--- src/rtl/issue_fu_scheduler.sv ---
`default_nettype none
// ============================================================================
// Module      : issue_fu_scheduler
// Description : Single-issue dispatch controller. Acknowledges the head issue
//               entry when operands, the target unit, the LSU/FPU outstanding
//               budget and CSR serialisation allow it, then emits a registered
//               one-cycle valid strobe to the selected functional unit. Also
//               keeps a saturating count of cycles a valid request waited.
// Revision    : 1.0 - initial release
// ============================================================================
module issue_fu_scheduler #(
    parameter int unsigned OUTST_W     = 3,
    parameter int unsigned STALL_CNT_W = 16
) (
    input  logic                   clk_i,
    input  logic                   rst_i,
    input  logic                   flush_i,
    input  logic                   req_valid_i,
    input  logic [2:0]             req_fu_i,
    input  logic                   req_ops_ready_i,
    output logic                   req_ack_o,
    input  logic                   flu_ready_i,
    input  logic                   lsu_ready_i,
    input  logic                   fpu_ready_i,
    input  logic                   lsu_done_i,
    input  logic                   fpu_done_i,
    output logic                   alu_valid_o,
    output logic                   branch_valid_o,
    output logic                   lsu_valid_o,
    output logic                   mult_valid_o,
    output logic                   fpu_valid_o,
    output logic                   csr_valid_o,
    output logic                   cvxif_valid_o,
    output logic [OUTST_W-1:0]     outstanding_o,
    output logic                   drain_o,
    input  logic                   stall_clr_i,
    output logic [STALL_CNT_W-1:0] stall_cnt_o
);

    // Functional unit encodings
    localparam logic [2:0] c_FU_NONE   = 3'd0;
    localparam logic [2:0] c_FU_ALU    = 3'd1;
    localparam logic [2:0] c_FU_BRANCH = 3'd2;
    localparam logic [2:0] c_FU_LSU    = 3'd3;
    localparam logic [2:0] c_FU_MULT   = 3'd4;
    localparam logic [2:0] c_FU_FPU    = 3'd5;
    localparam logic [2:0] c_FU_CSR    = 3'd6;
    localparam logic [2:0] c_FU_CVXIF  = 3'd7;

    // Controller states
    localparam logic [0:0] c_ST_IDLE  = 1'b0;
    localparam logic [0:0] c_ST_DRAIN = 1'b1;

    localparam logic [OUTST_W-1:0] c_MAX_OUT = {OUTST_W{1'b1}};

    logic [0:0]             r_state;
    logic [0:0]             w_state_nxt;
    logic [OUTST_W-1:0]     r_outstanding;
    logic [STALL_CNT_W-1:0] r_stall_cnt;
    logic                   r_alu_valid;
    logic                   r_branch_valid;
    logic                   r_lsu_valid;
    logic                   r_mult_valid;
    logic                   r_fpu_valid;
    logic                   r_csr_valid;
    logic                   r_cvxif_valid;

    logic                   w_is_none;
    logic                   w_is_lsu;
    logic                   w_is_fpu;
    logic                   w_is_csr;
    logic                   w_unit_rdy;
    logic                   w_budget_ok;
    logic                   w_csr_ok;
    logic                   w_ack;
    logic                   w_go_drain;
    logic                   w_var_lat_acc;
    logic [OUTST_W:0]       w_out_sum;
    logic [OUTST_W:0]       w_out_dec;
    logic [OUTST_W:0]       w_out_diff;
    logic                   w_underflow;
    logic                   w_stall_inc;

    assign w_is_none = (req_fu_i == c_FU_NONE);
    assign w_is_lsu  = (req_fu_i == c_FU_LSU);
    assign w_is_fpu  = (req_fu_i == c_FU_FPU);
    assign w_is_csr  = (req_fu_i == c_FU_CSR);

    // LSU/FPU have dedicated ready signals; NONE needs no unit at all
    assign w_unit_rdy = w_is_none ? 1'b1 :
                        w_is_lsu  ? lsu_ready_i :
                        w_is_fpu  ? fpu_ready_i : flu_ready_i;

    // Variable-latency issue is blocked once the in-flight counter is full
    assign w_budget_ok = !(w_is_lsu || w_is_fpu) || (r_outstanding != c_MAX_OUT);
    // CSRs must not overtake in-flight memory/FP operations
    assign w_csr_ok    = !w_is_csr || (r_outstanding == '0);

    assign w_ack = !rst_i && (r_state == c_ST_IDLE) && req_valid_i && req_ops_ready_i
                   && w_unit_rdy && !flush_i && w_budget_ok && w_csr_ok;

    assign w_go_drain = (r_state == c_ST_IDLE) && req_valid_i && req_ops_ready_i
                        && w_is_csr && flu_ready_i && (r_outstanding != '0) && !flush_i;

    assign w_var_lat_acc = w_ack && (w_is_lsu || w_is_fpu);

    // Counter arithmetic carried one bit wider so an illegal underflow is visible
    assign w_out_sum   = {1'b0, r_outstanding} + {{OUTST_W{1'b0}}, w_var_lat_acc};
    assign w_out_dec   = {{OUTST_W{1'b0}}, lsu_done_i} + {{OUTST_W{1'b0}}, fpu_done_i};
    assign w_underflow = (w_out_sum < w_out_dec);
    assign w_out_diff  = w_underflow ? '0 : (w_out_sum - w_out_dec);

    assign w_stall_inc = req_valid_i && !w_ack && !flush_i;

    // Next-state logic: flush always returns to IDLE; DRAIN waits for zero in-flight ops
    always_comb begin
        w_state_nxt = r_state;
        if (flush_i) begin
            w_state_nxt = c_ST_IDLE;
        end else begin
            case (r_state)
                c_ST_IDLE:  if (w_go_drain) w_state_nxt = c_ST_DRAIN;
                c_ST_DRAIN: if (r_outstanding == '0) w_state_nxt = c_ST_IDLE;
                default:    w_state_nxt = c_ST_IDLE;
            endcase
        end
    end

    // State register and outstanding-operation counter
    always_ff @(posedge clk_i or posedge rst_i) begin
        if (rst_i) begin
            r_state       <= c_ST_IDLE;
            r_outstanding <= '0;
        end else begin
            r_state <= w_state_nxt;
            if (flush_i) begin
                r_outstanding <= '0;
            end else begin
                r_outstanding <= w_out_diff[OUTST_W-1:0];
            end
        end
    end

    // One-cycle issue strobes, one per accepted entry (NONE produces none)
    always_ff @(posedge clk_i or posedge rst_i) begin
        if (rst_i) begin
            r_alu_valid    <= 1'b0;
            r_branch_valid <= 1'b0;
            r_lsu_valid    <= 1'b0;
            r_mult_valid   <= 1'b0;
            r_fpu_valid    <= 1'b0;
            r_csr_valid    <= 1'b0;
            r_cvxif_valid  <= 1'b0;
        end else begin
            r_alu_valid    <= w_ack && (req_fu_i == c_FU_ALU);
            r_branch_valid <= w_ack && (req_fu_i == c_FU_BRANCH);
            r_lsu_valid    <= w_ack && (req_fu_i == c_FU_LSU);
            r_mult_valid   <= w_ack && (req_fu_i == c_FU_MULT);
            r_fpu_valid    <= w_ack && (req_fu_i == c_FU_FPU);
            r_csr_valid    <= w_ack && (req_fu_i == c_FU_CSR);
            r_cvxif_valid  <= w_ack && (req_fu_i == c_FU_CVXIF);
        end
    end

    // Saturating stall counter; clear wins over increment, flush leaves it alone
    always_ff @(posedge clk_i or posedge rst_i) begin
        if (rst_i) begin
            r_stall_cnt <= '0;
        end else if (stall_clr_i) begin
            r_stall_cnt <= '0;
        end else if (w_stall_inc && (r_stall_cnt != {STALL_CNT_W{1'b1}})) begin
            r_stall_cnt <= r_stall_cnt + 1'b1;
        end
    end

`ifndef SYNTHESIS
    // More completions than in-flight operations indicates an upstream bug
    always @(posedge clk_i) begin
        if (!rst_i && !flush_i) begin
            assert (!w_underflow);
        end
    end
`endif

    assign req_ack_o      = w_ack;
    assign alu_valid_o    = r_alu_valid;
    assign branch_valid_o = r_branch_valid;
    assign lsu_valid_o    = r_lsu_valid;
    assign mult_valid_o   = r_mult_valid;
    assign fpu_valid_o    = r_fpu_valid;
    assign csr_valid_o    = r_csr_valid;
    assign cvxif_valid_o  = r_cvxif_valid;
    assign outstanding_o  = r_outstanding;
    assign drain_o        = (r_state == c_ST_DRAIN);
    assign stall_cnt_o    = r_stall_cnt;

endmodule
`default_nettype wire

--- config.mk ---
export PLATFORM = sky130hd
export DESIGN_NAME = issue_fu_scheduler
export DESIGN_NICKNAME = d
export VERILOG_FILES = /design/src/rtl/issue_fu_scheduler.sv
export SDC_FILE = /design/constraint.sdc
export NUM_CORES = 1
export LEC_CHECK = 0
export CAP_MARGIN = 20
export CELL_PAD_IN_SITES_DETAIL_PLACEMENT = 0
export CELL_PAD_IN_SITES_GLOBAL_PLACEMENT = 1
export CORE_ASPECT_RATIO = 1.1
export CORE_MARGIN = 10
export CORE_UTILIZATION = 37
export CTS_CLUSTER_DIAMETER = 80
export DETAILED_ROUTE_END_ITERATION = 10
export GPL_TIMING_DRIVEN = 0
export PLACE_DENSITY_LB_ADDON = 0.3
export SYNTH_ARGS = -nofsm -noshare
export SYNTH_HDL_FRONTEND = slang
export SYNTH_SLANG_ARGS = --single-unit
--- constraint.sdc ---
create_clock -name clk_i -period 2.9 [get_ports clk_i]
set_input_delay 0.29 -clock clk_i [delete_from_list [all_inputs] [get_ports clk_i]]
set_output_delay 0.29 -clock clk_i [all_outputs]
set_load 0.01 [all_outputs]
# ---- Word-level counts from Yosys, hierarchy flattened
# Cells that the tools add are included.
dict set report totals {
  word_cells 72
  mem_bits_ro 0
  ff_bits 27
  in_bits 14
  output_inout_bits 28
  ram_bits 0
  mem_count 0
  latchBits 0
}
dict set report op_classes {
  order_cmp 1
  n_reduce_logical 36
  n_div 0
  n_mux 11
  n_bitwise 1
  n_eq_ne 9
  n_addsub 4
  shift 0
  mul 0
}
# cell n
set op_table {}
lappend op_table {{2-to-1 mux 16 bit} 2}
lappend op_table {{logical AND 1 bit} 24}
lappend op_table {{adder 16 x 1 -> 16 bit, second input constant} 1}
lappend op_table {{inequality test 16 bit, second input constant} 1}
lappend op_table {{== test 3 bit, second input constant} 4}
lappend op_table {{== test 3 x 2 -> 1 bit, second input constant} 2}
lappend op_table {{logical NOT 3 bit} 2}
lappend op_table {{2-to-1 mux 1 bit} 6}
lappend op_table {{2-to-1 mux 3 bit} 2}
lappend op_table {{logical NOT 1 bit} 5}
lappend op_table {{adder 3 x 1 -> 4 bit} 1}
lappend op_table {{< comparator 4 x 2 -> 1 bit} 1}
lappend op_table {{== test 3 x 1 -> 1 bit, second input constant} 1}
lappend op_table {{logical OR 1 bit} 3}
lappend op_table {{inequality test 3 bit, second input constant} 1}
lappend op_table {{nonzero test 3 bit} 1}
lappend op_table {{subtractor 3 x 2 -> 3 bit} 1}
lappend op_table {{adder 1 x 1 -> 2 bit} 1}
lappend op_table {{case mux 1 bit (2 select lines)} 1}
lappend op_table {{nonzero test 2 bit} 1}
lappend op_table {{NOT 1 bit} 1}

# ---- Depth between registers and ports, before layout
# Gate-level depths: netlist of run 1.
dict set report depth {
  ltp_word 14
  mapped_depth 13
  mapped_depth_nobuf 12
}

# ---- Least setup slack after synthesis of run 1
# No wires, ideal clock.
dict set report synth_path {
  kind {input port to flip-flop}
  from {input req_fu_i[1]}
  to {register r_outstanding[2] (netlist: outstanding_o[2])}
  n_path_buf 1
  required_ns 2.781
  stages 13
  setup_ns 0.119
  path_slack_ns 0.360
  arrival_ns 2.421
  path_cell_list {buf_4 > and3b_1 > o21ai_2 > a21oi_1 > nand2_1 > nor2_1 > ha_1 > ha_1 > inv_1 > fa_1 > xnor2_1 > xnor2_1 > and2_1}
}
dict set report synth_via {
  elab_chain_cells 13
  elab_cells_between_ends 22
  classes_between {add/sub (2); order compare (1); eq/ne (3); mux (5); reduce/logical (11)}
}
# element line
set synth_lines {}
lappend synth_lines {{from (decl)} 19} ;# input logic [2:0] req_fu_i,
lappend synth_lines {{== test 3 bit} 86} ;# assign w_is_fpu = (req_fu_i == c_FU_FPU);
lappend synth_lines {{2-to-1 mux 1 bit} 92} ;# w_is_fpu ? fpu_ready_i : flu_ready_i;
lappend synth_lines {{2-to-1 mux 1 bit} 91} ;# w_is_lsu ? lsu_ready_i :
lappend synth_lines {{2-to-1 mux 1 bit} 90} ;# assign w_unit_rdy = w_is_none ? 1'b1 :
lappend synth_lines {{logical AND 1 bit (4 in a row)} 100} ;# && w_unit_rdy && !flush_i && w_budget_ok && w_csr_ok;
lappend synth_lines {{logical AND 1 bit *} 105} ;# assign w_var_lat_acc = w_ack && (w_is_lsu || w_is_fpu);
lappend synth_lines {{adder 3 x 1 -> 4 bit *} 108} ;# assign w_out_sum = {1'b0, r_outstanding} + {{OUTST_W{1'b0}}, w_var_lat_acc};
lappend synth_lines {{< comparator 4 x 2 -> 1 bit / subtractor 3 x 2 -> 3 bit (equally long branches)} {110, 111}}
lappend synth_lines {{2-to-1 mux 3 bit *} 111} ;# assign w_out_diff = w_underflow ? '0 : (w_out_sum - w_out_dec);
lappend synth_lines {{2-to-1 mux 3 bit *} 136} ;# if (flush_i) begin
lappend synth_lines {{to (signal assigned)} 139} ;# r_outstanding <= w_out_diff[OUTST_W-1:0];
lappend synth_lines {{to (decl)} 58} ;# logic [OUTST_W-1:0] r_outstanding;
# Every way passes the cells marked *; elsewhere a longest branch is shown, timed or not.
# A chain may end at the register's enable or synchronous reset.

# ---- Final worst setup path of run 1
dict set report layout_path {
  from {input flu_ready_i}
  to {output req_ack_o}
}
dict set report layout_via {
  elab_chain_cells 7
}
# element line
set layout_lines {}
lappend layout_lines {{from (decl)} 22} ;# input logic flu_ready_i,
lappend layout_lines {{2-to-1 mux 1 bit} 92}
lappend layout_lines {{2-to-1 mux 1 bit} 91}
lappend layout_lines {{2-to-1 mux 1 bit} 90}
lappend layout_lines {{logical AND 1 bit (4 in a row)} 100}
lappend layout_lines {{to (decl)} 21} ;# output logic req_ack_o,
# No other way between the ends.

==> reports/summary.json, run 1 <==
{
  "run_status": {"value": "finished clean"},
  "cts_root_buf": {"value": "clkbuf_8"},
  "cts.hold.buffers_added": {"value": 0},
  "crit_path_end_kind": {"value": "output pin"},
  "drt-vias-per-instance": {"value": 5.50},
  "slowest_delay": {"value": 0.55, "unit": "ns"},
  "floorplan.initialDensity": {"value": 0.381},
  "wl_met3": {"value": 347, "unit": "um"},
  "finalSetupViolations": {"value": 0},
  "io_buffers": {"value": 39},
  "ys_types": {"value": 39},
  "post-route-period-util": {"value": 0.928},
  "report.final.slew_viol_count": {"value": 0},
  "count_of_flip_flops_with_a_built_in_enable_after_synthesis": {"value": 0},
  "synth_nets": {"value": 185},
  "grt_first_pass_wirelength": {"value": 7100, "unit": "um"},
  "gr-usage-all-layers": {"value": 0.111},
  "gr_overflow_total": {"value": 0},
  "detailroute.wirelength.met2": {"value": 2180, "unit": "um"},
  "dp.final_hpwl": {"value": 3210, "unit": "um"},
  "drive_gt1_frac": {"value": 0.138},
  "ys_warn_count": {"value": 0},
  "number_of_global_route_vias_before_repair": {"value": 1487},
  "crit_slowest_cell": {"value": "clkdlybuf4s50_1"},
  "worst_clock_skew": {"value": 0.00682, "unit": "ns"},
  "detailedRoute.firstPassIterationCount": {"value": 4},
  "worst_ir_drop_vdd": {"value": 0.242, "unit": "mV"},
  "maxCapViolCount": {"value": 0},
  "synth.most_common_cell": {"value": "dfrtp_1"},
  "worst_skew_pair.late_latency": {"value": 0.28, "unit": "ns"},
  "layout.core_utilization": {"value": 0.509},
  "initialDrtViolationCount": {"value": 92},
  "topRoutingLayerUsed": {"value": "met4"},
  "remaining_drc_errors": {"value": 0},
  "route.final.wire_length": {"value": 4350, "unit": "um"},
  "critical_path.max_fanout": {"value": 10},
  "layout.nets": {"value": 231},
  "wl_met1": {"value": 1750, "unit": "um"},
  "fp.dieW": {"value": 83.6, "unit": "um"},
  "netlist_top_cells_count": {"value": "dfrtp_1, nor2_1, a21oi_1, nor2b_1"},
  "rsz0062_at_grt": {"value": "false"},
  "synthesis.instances": {"value": 165},
  "number_of_buffers_created_by_cts": {"value": 3},
  "synth.ff_latch_count": {"value": 27},
  "hp-class": {"value": "in -> reg"},
  "cellPowerDensity": {"value": 355, "unit": "mW/mm^2"},
  "synthDominantCellAreaShare": {"value": 0.410},
  "die_area": {"value": 0.00752, "unit": "mm^2"},
  "critical_path_source_type": {"value": "primary input"},
  "die_h": {"value": 90.0, "unit": "um"},
  "htree_levels": {"value": 1},
  "synth_flop_cell": {"value": "dfrtp_1"},
  "syn_avg_cell_area": {"value": 9.98, "unit": "um^2"},
  "pin_count_of_the_biggest_net_entering_global_routing": {"value": 28},
  "insertedDiodeCount": {"value": 0},
  "finalPower": {"value": 0.000779, "unit": "W"},
  "area_delta_synth_final": {"value": 33.4, "unit": "%"},
  "detail_route.wl_per_cell": {"value": 16.5, "unit": "um"},
  "antenna_found_initial": {"value": 0},
  "worst-endpoint-arrival": {"value": 2.40, "unit": "ns"},
  "netlist_top_cells_area": {"value": "dfrtp_1, mux2_4, nor2b_1"},
  "leakagePower": {"value": 0.878, "unit": "nW"},
  "ws_path_type": {"value": "in -> out"},
  "gp_congestion": {"value": 0.737},
  "final-hold-violation-count": {"value": 0},
  "proportion_of_synthesized_chip_area_in_sequential_cells": {"value": 0.410},
  "critical_path.cell_chain": {"value": "clkdlybuf4s50_1 > o21bai_1 > a22oi_2 > buf_4 > a211oi_4 > buf_4 > clkdlybuf4s50_1"},
  "cts_tree": {"value": "done"},
  "max-slew-margin-rel": {"value": 0.613},
  "worst_slew_pin_slew": {"value": 0.580, "unit": "ns"},
  "timing.critical_path.required": {"value": 2.61, "unit": "ns"},
  "minimum_clock_period_after_layout": {"value": 2.69, "unit": "ns"},
  "antenna_violating_nets_post_route": {"value": 0},
  "cts_buffer_depth": {"value": 2},
  "maxClockFrequency": {"value": 372, "unit": "MHz"},
  "cts.clk_slew.worst_paths": {"value": 0.09, "unit": "ns"},
  "async_reset_ff_frac": {"value": 1.00},
  "pin_count": {"value": 42},
  "tritoncts_num_sinks": {"value": 27},
  "rows": {"value": 25},
  "netlist.top_cell.by_area": {"value": "dfrtp_1"},
  "route.vias.total": {"value": 1452},
  "syn-cell-area": {"value": 0.00165, "unit": "mm^2"},
  "placeableCoreArea": {"value": 0.00432, "unit": "mm^2"}
}
==> flip-flops by register name, summed over array words and instances (netlist names) <==
signal and flops:
alu_valid_o 1, branch_valid_o 1, csr_valid_o 1, cvxif_valid_o 1, drain_o 1, fpu_valid_o 1
lsu_valid_o 1, mult_valid_o 1, outstanding_o 3, stall_cnt_o 16
==> metrics by stage <==
stage / setup WS, ns / hold slack (ns) / setup TNS (ns) / instance area (um^2) / cells
global route: 0.000921 / 0.279 / 0 / 2200 / 264
finish: 0.209 / 0.271 / 0 / 2200 / 264
detailed placement: -0.224 / 0.569 / -0.419 / 2100 / 258
floorplan: 0.360 / 0.343 / 0 / 1650 / 165
CTS: 0.0698 / 0.267 / 0 / 2150 / 262
global placement: -0.160 / 0.564 / -0.235 / 2100 / 258
==> path summary, 6_finish.rpt <==
path | cells past startpoint | slack, ns | start | to
worst max-delay path | 7 | 0.21 | flu_ready_i | req_ack_o
worst min-delay path | 2 | 0.27 | req_fu_i[2] | alu_valid_o$_DFF_PP0_
worst max register to register | 12 | 0.25 | outstanding_o[2]$_DFF_PP0_ | outstanding_o[2]$_DFF_PP0_
worst min register to register | 2 | 0.61 | stall_cnt_o[1]$_DFFE_PP0P_ | stall_cnt_o[1]$_DFFE_PP0P_
max in group asynchronous | 3 | 2.13 | rst_i | stall_cnt_o[7]$_DFFE_PP0P_
min in group asynchronous | 2 | 0.32 | rst_i | stall_cnt_o[14]$_DFFE_PP0P_
==> where the power goes <==
group	switching (W)	leakage, nW	total, W	internal [W]
clock	0.000122	0.0228	0.000221	0.0000988
sequential	0.0000148	0.375	0.000402	0.000387
combinational	0.0000775	0.481	0.000157	0.0000790
total	0.000215	0.878	0.000779	0.000565
==> kinds of logic after synthesis <==
kind of cell    Yosys count  share of synthesized area
compound gates           25                      0.103
xor+xnor                  3                     0.0274
fa+ha+maj                 6                     0.0502
buf+inv                  12                     0.0365
flops                    27                      0.410
mux                       8                     0.0707
simple gates             84                      0.302
==> routing by layer <==
metal | vias to the layer above | GRT usage
li1 | 687 | -
met1 | 718 | 0.118
met2 | 40 | 0.191
met3 | 7 | 0.0469
met4 | 0 | 0.0433
met5 | - | 0
==> final cells by class <==
type / instances / area [um^2]
fillers: 402 / 2120
multi-input cells: 126 / 921
flip-flops and latches: 27 / 676
repair buffers: 41 / 428
well taps: 54 / 67.6
clock buffers: 4 / 45.0
plain buffers: 6 / 37.5
inverters: 6 / 22.5
==> cell usage in the layout, fill, tap and decap left out, types with 2 or more instances in the layout <==
cell type and count:
clkdlybuf4s50_1 38, dfrtp_1 27, nor2_1 13, nor2b_1 11, a21oi_1 11, nor3_1 10, nand2_1 9, nand3_1 7
mux2_4 7, nor3b_1 7, inv_1 6, o21ai_0 6, buf_4 5, nand4_1 5, ha_1 5, or3_1 4
clkbuf_1 3, clkbuf_8 3, and3b_1 2, and2_1 2, nor4_1 2, o31ai_1 2, or4_1 2, and3_1 2
==> worst max-delay path: cells and delay by family <==
family | cells | cell delay (ns)
buffers and inverters | 4 | 1.47
AOI/OAI and AO/OA | 3 | 0.63
==> timing repair <==
item	in CTS	in global routing
resized for setup	0	3
endpoints found under the setup margin	0	3
setup buffers	0	1
No activity file was read; power rests on OpenSTA's default activity.
==> inputs of run 2 (changes only) <==
--- a/config.mk
+++ b/config.mk
@@ -14,6 +14,7 @@
 export CTS_CLUSTER_DIAMETER = 80
 export DETAILED_ROUTE_END_ITERATION = 10
 export GPL_TIMING_DRIVEN = 0
+export MAX_ROUTING_LAYER = met4
 export PLACE_DENSITY_LB_ADDON = 0.3
 export SYNTH_ARGS = -nofsm -noshare
 export SYNTH_HDL_FRONTEND = slang
==> run 2 against run 1 <==
Clock skew barely moved. Hold slack barely moved. Sequential cell count did not move. Core utilization rose by 0.12 points. Routed wire length rose by 0.21%. Non-clock buffer count did not move. Register-to-register slack barely moved. Clock power barely moved. Final cell count did not move. Global-route usage rose by 0.32 points. Worst setup slack got worse by 0.0089 ns. Critical path depth did not move. Critical path type unchanged.
==> reports/summary.json, run 2 (synthesized netlist as in run 1, its figures left out) <==
{
  "run_status": {"value": "finished clean", "change": "unchanged"},
  "layout.nets": {"value": 231, "change": "unchanged"},
  "number_of_buffers_created_by_cts": {"value": 3, "change": "unchanged"},
  "critical_path_source_type": {"value": "primary input", "change": "unchanged"},
  "cts.clk_slew.worst_paths": {"value": 0.09, "unit": "ns", "change": "about the same"},
  "detailedRoute.firstPassIterationCount": {"value": 5, "change": "was 4"},
  "gr-usage-met1": {"value": 0.125, "change": "was 0.118"},
  "fp.dieW": {"value": 83.6, "unit": "um", "change": "unchanged"},
  "worst-endpoint-arrival": {"value": 2.41, "unit": "ns", "change": "was 2.40 ns"},
  "hp-class": {"value": "in -> reg", "change": "unchanged"},
  "whs_path_depth": {"value": 2, "change": "unchanged"},
  "worst_slew_pin_slew": {"value": 0.582, "unit": "ns", "change": "was 0.580 ns"},
  "cts_tree": {"value": "done", "change": "unchanged"},
  "die_h": {"value": 90.0, "unit": "um", "change": "unchanged"},
  "cts.hold.buffers_added": {"value": 0, "change": "unchanged"},
  "r2r_start": {"value": "outstanding_o[2]$_DFF_PP0_", "change": "unchanged"},
  "pin_count_of_the_biggest_net_entering_global_routing": {"value": 28, "change": "unchanged"},
  "remaining_drc_errors": {"value": 0, "change": "unchanged"},
  "route.final.wire_length": {"value": 4360, "unit": "um", "change": "was 4350 um"},
  "initialDrtViolationCount": {"value": 78, "change": "was 92"},
  "register_area": {"value": 676, "unit": "um^2", "change": "unchanged"},
  "gr_overflow_total": {"value": 0, "change": "unchanged"},
  "minimum_clock_period_after_layout": {"value": 2.70, "unit": "ns", "change": "was 2.69 ns"},
  "cts_buffer_depth": {"value": 2, "change": "unchanged"},
  "maxClockFrequency": {"value": 370, "unit": "MHz", "change": "was 372 MHz"},
  "gp_congestion": {"value": 0.746, "change": "was 0.737"},
  "drive_gt1_frac": {"value": 0.143, "change": "was 0.138"},
  "worst-r2r-setup-slack": {"value": 0.24, "unit": "ns", "change": "was 0.25 ns"},
  "busiest_layer": {"value": "met2", "change": "unchanged"},
  "n_fill_cell": {"value": 401, "change": "was 402"},
  "timing.hold.worst_endpoint": {"value": "alu_valid_o$_DFF_PP0_", "change": "unchanged"},
  "detail_route.wl_per_cell": {"value": 16.5, "unit": "um", "change": "about the same"},
  "timing.critical_path.required": {"value": 2.61, "unit": "ns", "change": "about the same"},
  "pin_count": {"value": 42, "change": "unchanged"},
  "grt_first_pass_wirelength": {"value": 7110, "unit": "um", "change": "was 7100 um"},
  "crit_slowest_cell": {"value": "clkdlybuf4s50_1", "change": "unchanged"},
  "hold-worst-slack": {"value": 0.272, "unit": "ns", "change": "was 0.271 ns"},
  "htree_levels": {"value": 1, "change": "unchanged"},
  "cellPowerDensity": {"value": 354, "unit": "mW/mm^2", "change": "was 355 mW/mm^2"},
  "finalSetupViolations": {"value": 0, "change": "unchanged"},
  "placeableCoreArea": {"value": 0.00432, "unit": "mm^2", "change": "unchanged"},
  "final-hold-violation-count": {"value": 0, "change": "unchanged"},
  "regToRegEndpoint": {"value": "outstanding_o[2]$_DFF_PP0_", "change": "unchanged"},
  "floorplan.initialDensity": {"value": 0.381, "change": "unchanged"},
  "io_buffers": {"value": 39, "change": "unchanged"},
  "critical_path.cell_chain": {"value": "clkdlybuf4s50_1 > o21bai_1 > a22oi_2 > buf_4 > a211oi_4 > buf_4 > clkdlybuf4s50_1", "change": "unchanged"},
  "crit_path_end_kind": {"value": "output pin", "change": "unchanged"},
  "maxCapViolCount": {"value": 0, "change": "unchanged"},
  "slowest_delay": {"value": 0.55, "unit": "ns", "change": "about the same"},
  "worst_skew_pair.late_latency": {"value": 0.28, "unit": "ns", "change": "about the same"},
  "area_of_the_multi_input_gates": {"value": 926, "unit": "um^2", "change": "was 921 um^2"},
  "layout.cells.most_common_list": {"value": "clkdlybuf4s50_1, dfrtp_1, nor2_1", "change": "unchanged"},
  "number_of_global_route_vias_before_repair": {"value": 1483, "change": "was 1487"},
  "report.final.slew_viol_count": {"value": 0, "change": "unchanged"},
  "largest_reg_flops": {"value": 16, "change": "unchanged"},
  "area_delta_synth_final": {"value": 33.7, "unit": "%", "change": "was 33.4%"},
  "grt.met3_usage": {"value": 0.0343, "change": "was 0.0469"},
  "route.vias.total": {"value": 1457, "change": "was 1452"},
  "drt-vias-per-instance": {"value": 5.52, "change": "was 5.50"},
  "worst_hold_startpoint": {"value": "req_fu_i[2]", "change": "unchanged"},
  "dp.final_hpwl": {"value": 3210, "unit": "um", "change": "unchanged"},
  "leakagePower": {"value": 0.880, "unit": "nW", "change": "was 0.878 nW"},
  "crit_buf_inv": {"value": 4, "change": "unchanged"},
  "insertedDiodeCount": {"value": 0, "change": "unchanged"},
  "cts_root_buf": {"value": "clkbuf_8", "change": "unchanged"},
  "rows": {"value": 25, "change": "unchanged"},
  "gr-usage-all-layers": {"value": 0.115, "change": "was 0.111"},
  "r2r.worst_path.cells": {"value": 12, "change": "unchanged"},
  "die_area": {"value": 0.00752, "unit": "mm^2", "change": "unchanged"},
  "rsz0062_at_grt": {"value": "false", "change": "unchanged"},
  "mostFrequentLayoutCell": {"value": "clkdlybuf4s50_1", "change": "unchanged"},
  "finalPower": {"value": 0.000780, "unit": "W", "change": "was 0.000779 W"},
  "critical_path.max_fanout": {"value": 10, "change": "unchanged"},
  "antenna_violating_nets_post_route": {"value": 0, "change": "unchanged"},
  "post-route-period-util": {"value": 0.931, "change": "was 0.928"},
  "worst_ir_drop_vdd": {"value": 0.243, "unit": "mV", "change": "was 0.242 mV"},
  "max-slew-margin-rel": {"value": 0.611, "change": "was 0.613"},
  "path_delay_family": {"value": "buffers and inverters", "change": "unchanged"},
  "worst_clock_skew": {"value": 0.00708, "unit": "ns", "change": "was 0.00682 ns"},
  "tritoncts_num_sinks": {"value": 27, "change": "unchanged"},
  "antenna_found_initial": {"value": 0, "change": "unchanged"},
  "ws_path_type": {"value": "in -> out", "change": "unchanged"},
  "grt_use_met2": {"value": 0.191, "change": "unchanged"}
}
[run 2: cell counts in the layout (fill, tap and decap cells not counted)]
Identical to the previous run, type by type.
[run 2: cell type report]
type | instances | share of cell area
plain buffers | 6 | 0.0170
clock buffers | 4 | 0.0205
inverters | 6 | 0.0102
well taps | 54 | 0.0307
flip-flops and latches | 27 | 0.307
repair buffers | 41 | 0.194
multi-input cells | 126 | 0.420
[run 2: where the power goes]
| part | total [W] | internal [W] | switching (W) | leakage, nW |
|---|---|---|---|---|
| Sequential | 0.000402 | 0.000387 | 0.0000153 | 0.375 |
| Combinational | 0.000157 | 0.0000791 | 0.0000780 | 0.482 |
| Clock | 0.000221 | 0.0000988 | 0.000122 | 0.0228 |
[run 2: worst max-delay path by stage]
stage	depth (start not counted)	slack, ns	from	end
after detailed placement	13	-0.22	req_fu_i[0]	outstanding_o[2]$_DFF_PP0_
after global routing	12	0.05	outstanding_o[2]$_DFF_PP0_	outstanding_o[2]$_DFF_PP0_
after CTS	13	0.07	req_fu_i[0]	outstanding_o[2]$_DFF_PP0_
final	7	0.20	flu_ready_i	req_ack_o
after floorplan	13	0.36	req_fu_i[1]	outstanding_o[2]$_DFF_PP0_
after global placement	13	-0.16	req_fu_i[0]	outstanding_o[2]$_DFF_PP0_
[run 2: through the flow]
stage               worst slack [ns]  instances  area (um^2)   util  TNS [ns]
finish                         0.200        264         2200  0.510         0
global route                  0.0469        264         2200  0.510         0
CTS                           0.0698        262         2150  0.498         0
detailed placement            -0.224        258         2100  0.488    -0.419
global placement              -0.160        258         2100  0.488    -0.235
floorplan                      0.360        165         1650      -         0
[run 2: per-layer routing]
layer,wire length [um],up-vias
met5,0,-
met4,94,0
met3,249,11
met2,2190,51
met1,1830,712
li1,-,683
[run 2: timing repair]
| action | 4_1_cts | 5_1_grt |
|---|---|---|
| endpoints found under the hold margin | 0 | 0 |
| setup endpoints to repair | 0 | 3 |
| resized for setup | 0 | 4 |
| setup buffers | 0 | 1 |
==> inputs of run 3 (changes only) <==
--- a/config.mk
+++ b/config.mk
@@ -5,7 +5,7 @@
 export SDC_FILE = /design/constraint.sdc
 export NUM_CORES = 1
 export LEC_CHECK = 0
-export CAP_MARGIN = 20
+export CAP_MARGIN = 25
 export CELL_PAD_IN_SITES_DETAIL_PLACEMENT = 0
 export CELL_PAD_IN_SITES_GLOBAL_PLACEMENT = 1
 export CORE_ASPECT_RATIO = 1.1
==> constraint.sdc (replaced) <==
create_clock -name clk_i -period 2.9 [get_ports clk_i]
set_input_delay 0.58 -clock clk_i [delete_from_list [all_inputs] [get_ports clk_i]]
set_output_delay 0.58 -clock clk_i [all_outputs]
set_load 0.01 [all_outputs]
==> run 3 against run 2 <==
Hold slack improved by 0.29 ns. First-iteration DRC count rose by 5.1%. Clock skew fell by 0.0053 ns. Largest power group unchanged. Largest cell class unchanged. Maximum frequency fell by 2.1%. Routed wire length fell by 2.2%. Worst setup slack got worse by 0.058 ns. Highest routed layer unchanged. Critical path type is now in -> reg.
==> reports/summary.json, run 3 (synthesized netlist as in run 1, its figures left out) <==
{
  "htree_levels": {"value": 1, "change": "unchanged"},
  "gr_overflow_total": {"value": 0, "change": "unchanged"},
  "floorplan.initialDensity": {"value": 0.381, "change": "unchanged"},
  "drive_gt1_frac": {"value": 0.164, "change": "was 0.143"},
  "gr-usage-all-layers": {"value": 0.112, "change": "was 0.115"},
  "rsz0062_at_grt": {"value": "false", "change": "unchanged"},
  "whs_path_depth": {"value": 2, "change": "unchanged"},
  "critical_path.max_fanout": {"value": 2, "change": "was 10"},
  "r2r.worst_path.cells": {"value": 12, "change": "unchanged"},
  "cts_tree": {"value": "done", "change": "unchanged"},
  "drt-vias-per-instance": {"value": 5.43, "change": "was 5.52"},
  "max-slew-margin-rel": {"value": 0.610, "change": "was 0.611"},
  "run_status": {"value": "finished clean", "change": "unchanged"},
  "stdcell_area": {"value": 0.00224, "unit": "mm^2", "change": "was 0.00220 mm^2"},
  "timing.critical_path.required": {"value": 3.08, "unit": "ns", "change": "was 2.61 ns"},
  "timing.final.ws_setup": {"value": 0.142, "unit": "ns", "change": "was 0.200 ns"},
  "hold-worst-slack": {"value": 0.558, "unit": "ns", "change": "was 0.272 ns"},
  "slowest_delay": {"value": 0.43, "unit": "ns", "change": "was 0.55 ns"},
  "leakagePower": {"value": 0.910, "unit": "nW", "change": "was 0.880 nW"},
  "critical_path.cell_chain": {"value": "clkdlybuf4s50_1 > and3b_1 > o21ai_4 > a21oi_2 > nand2_2 > nor2_1 > ha_1 > inv_1 > ha_1 > fa_2 > xnor2_2 > xnor2_1 > and2_1", "change": "was clkdlybuf4s50_1 > o21bai_1 > a22oi_2 > buf_4 > a211oi_4 > buf_4 > clkdlybuf4s50_1"},
  "worst_slew_pin_slew": {"value": 0.584, "unit": "ns", "change": "was 0.582 ns"},
  "antenna_violating_nets_post_route": {"value": 0, "change": "unchanged"},
  "gp_congestion": {"value": 0.746, "change": "unchanged"},
  "worst-endpoint-arrival": {"value": 2.93, "unit": "ns", "change": "was 2.41 ns"},
  "detail_route.wl_per_cell": {"value": 16.0, "unit": "um", "change": "was 16.5 um"},
  "number_of_global_route_vias_before_repair": {"value": 1471, "change": "was 1483"},
  "cts.hold.buffers_added": {"value": 0, "change": "unchanged"},
  "die_h": {"value": 90.0, "unit": "um", "change": "unchanged"},
  "layout.nets": {"value": 234, "change": "was 231"},
  "largest_reg_flops": {"value": 16, "change": "unchanged"},
  "minimum_clock_period_after_layout": {"value": 2.76, "unit": "ns", "change": "was 2.70 ns"},
  "detailedRoute.firstPassIterationCount": {"value": 4, "change": "was 5"},
  "fp.dieW": {"value": 83.6, "unit": "um", "change": "unchanged"},
  "antenna_found_initial": {"value": 0, "change": "unchanged"},
  "initialDrtViolationCount": {"value": 82, "change": "was 78"},
  "final-hold-violation-count": {"value": 0, "change": "unchanged"},
  "area_delta_synth_final": {"value": 36.2, "unit": "%", "change": "was 33.7%"},
  "maxClockFrequency": {"value": 363, "unit": "MHz", "change": "was 370 MHz"},
  "die_area": {"value": 0.00752, "unit": "mm^2", "change": "unchanged"},
  "maxCapViolCount": {"value": 0, "change": "unchanged"},
  "finalSetupViolations": {"value": 0, "change": "unchanged"},
  "remaining_drc_errors": {"value": 0, "change": "unchanged"},
  "cellPowerDensity": {"value": 350, "unit": "mW/mm^2", "change": "was 354 mW/mm^2"},
  "pin_count_of_the_biggest_net_entering_global_routing": {"value": 19, "change": "was 28"},
  "mostFrequentLayoutCell": {"value": "clkdlybuf4s50_1", "change": "unchanged"},
  "insertedDiodeCount": {"value": 0, "change": "unchanged"},
  "io_buffers": {"value": 39, "change": "unchanged"},
  "critical_path_source_type": {"value": "primary input", "change": "unchanged"},
  "n_fill_cell": {"value": 396, "change": "was 401"},
  "finish.cell_count_without_fillers": {"value": 267, "change": "was 264"},
  "route.final.wire_length": {"value": 4270, "unit": "um", "change": "was 4360 um"},
  "route.vias.total": {"value": 1450, "change": "was 1457"},
  "final.setup.tns": {"value": 0, "unit": "ns", "change": "unchanged"},
  "cp_common_cell": {"value": "ha_1"},
  "layout.cells.most_common_list": {"value": "clkdlybuf4s50_1, dfrtp_1, nor2_1", "change": "unchanged"},
  "placement.cell_area": {"value": 0.00213, "unit": "mm^2", "change": "was 0.00210 mm^2"},
  "rows": {"value": 25, "change": "unchanged"},
  "worst_clock_skew": {"value": 0.00182, "unit": "ns", "change": "was 0.00708 ns"},
  "cts_buffer_depth": {"value": 2, "change": "unchanged"},
  "worst_ir_drop_vdd": {"value": 0.205, "unit": "mV", "change": "was 0.243 mV"},
  "pin_count": {"value": 42, "change": "unchanged"},
  "number_of_buffers_created_by_cts": {"value": 3, "change": "unchanged"},
  "report.final.slew_viol_count": {"value": 0, "change": "unchanged"},
  "tritoncts_num_sinks": {"value": 27, "change": "unchanged"},
  "place_ws": {"value": -0.519, "unit": "ns", "change": "was -0.224 ns"},
  "worst_skew_pair.late_latency": {"value": 0.28, "unit": "ns", "change": "about the same"},
  "placeableCoreArea": {"value": 0.00432, "unit": "mm^2", "change": "unchanged"},
  "cts.clk_slew.worst_paths": {"value": 0.09, "unit": "ns", "change": "about the same"},
  "dp.final_hpwl": {"value": 3250, "unit": "um", "change": "was 3210 um"},
  "crit_slowest_cell": {"value": "fa_2", "change": "was clkdlybuf4s50_1"},
  "hp-class": {"value": "in -> reg", "change": "unchanged"},
  "grt_first_pass_wirelength": {"value": 7040, "unit": "um", "change": "was 7110 um"},
  "crit_path_end_kind": {"value": "flip-flop", "change": "was output pin"},
  "placedCellCount": {"value": 259, "change": "was 258"},
  "cts_root_buf": {"value": "clkbuf_8", "change": "unchanged"},
  "post-route-period-util": {"value": 0.951, "change": "was 0.931"},
  "ws_path_type": {"value": "in -> reg", "change": "was in -> out"}
}
==> run 3: repair_timing <==
action / 4_1_cts / 5_1_grt
gates resized for setup: 6 / 5
endpoints found under the setup margin: 4 / 3
setup buffers: 2 / 2
pin swaps: 2 / 3
==> run 3: worst max-delay path: cells and delay by family <==
kind / cells / cell delay, ns
xor gates and xnor gates: 2 / 0.27
buffers and inverters: 2 / 0.43
and+or+nand+nor: 4 / 0.47
AOI/OAI and AO/OA: 2 / 0.27
adders and majority gates: 3 / 0.91
==> run 3: routing by layer <==
metal,track usage,up-vias,wire length [um]
met5,-,-,0
met4,0.0251,0,27
met3,0.0307,4,283
met2,0.192,46,2190
met1,0.126,708,1760
li1,-,692,-
==> run 3: per-stage QoR <==
| stage | power [W] | util |
|---|---|---|
| 2_1_floorplan | 0.000492 | - |
| 3_3_place_gp | 0.000551 | 0.488 |
| 3_5_place_dp | 0.000563 | 0.494 |
| 4_1_cts | 0.000786 | 0.510 |
| 5_1_grt | 0.000826 | 0.519 |
| 6_report | 0.000784 | 0.519 |
==> run 3: area by class of cell <==
class                   instances  area (um^2)  area share
plain buffers                   6         41.3      0.0184
clock buffers                   4         45.0      0.0201
inverters                       6         22.5      0.0100
multi-input cells             126          940       0.419
flip-flops and latches         27          676       0.301
well taps                      54         67.6      0.0301
repair buffers                 44          450       0.201
==> run 3: path summary, 6_finish.rpt <==
path | start | slack (ns) | end
hold / removal | req_fu_i[1] | 0.56 | fpu_valid_o$_DFF_PP0_
setup reg to reg | outstanding_o[2]$_DFF_PP0_ | 0.46 | outstanding_o[2]$_DFF_PP0_
hold reg to reg | stall_cnt_o[1]$_DFFE_PP0P_ | 0.61 | stall_cnt_o[1]$_DFFE_PP0P_
max in group asynchronous | rst_i | 1.78 | stall_cnt_o[7]$_DFFE_PP0P_
min in group asynchronous | rst_i | 0.67 | alu_valid_o$_DFF_PP0_
setup / recovery | fpu_ready_i | 0.14 | outstanding_o[2]$_DFF_PP0_
==> run 3: power breakdown <==
group          leakage, nW  internal, W  switching [W]  total (W)
clock               0.0228    0.0000987       0.000122   0.000221
sequential           0.375     0.000387      0.0000155   0.000402
combinational        0.512    0.0000815      0.0000796   0.000161
total                0.910     0.000567       0.000218   0.000784
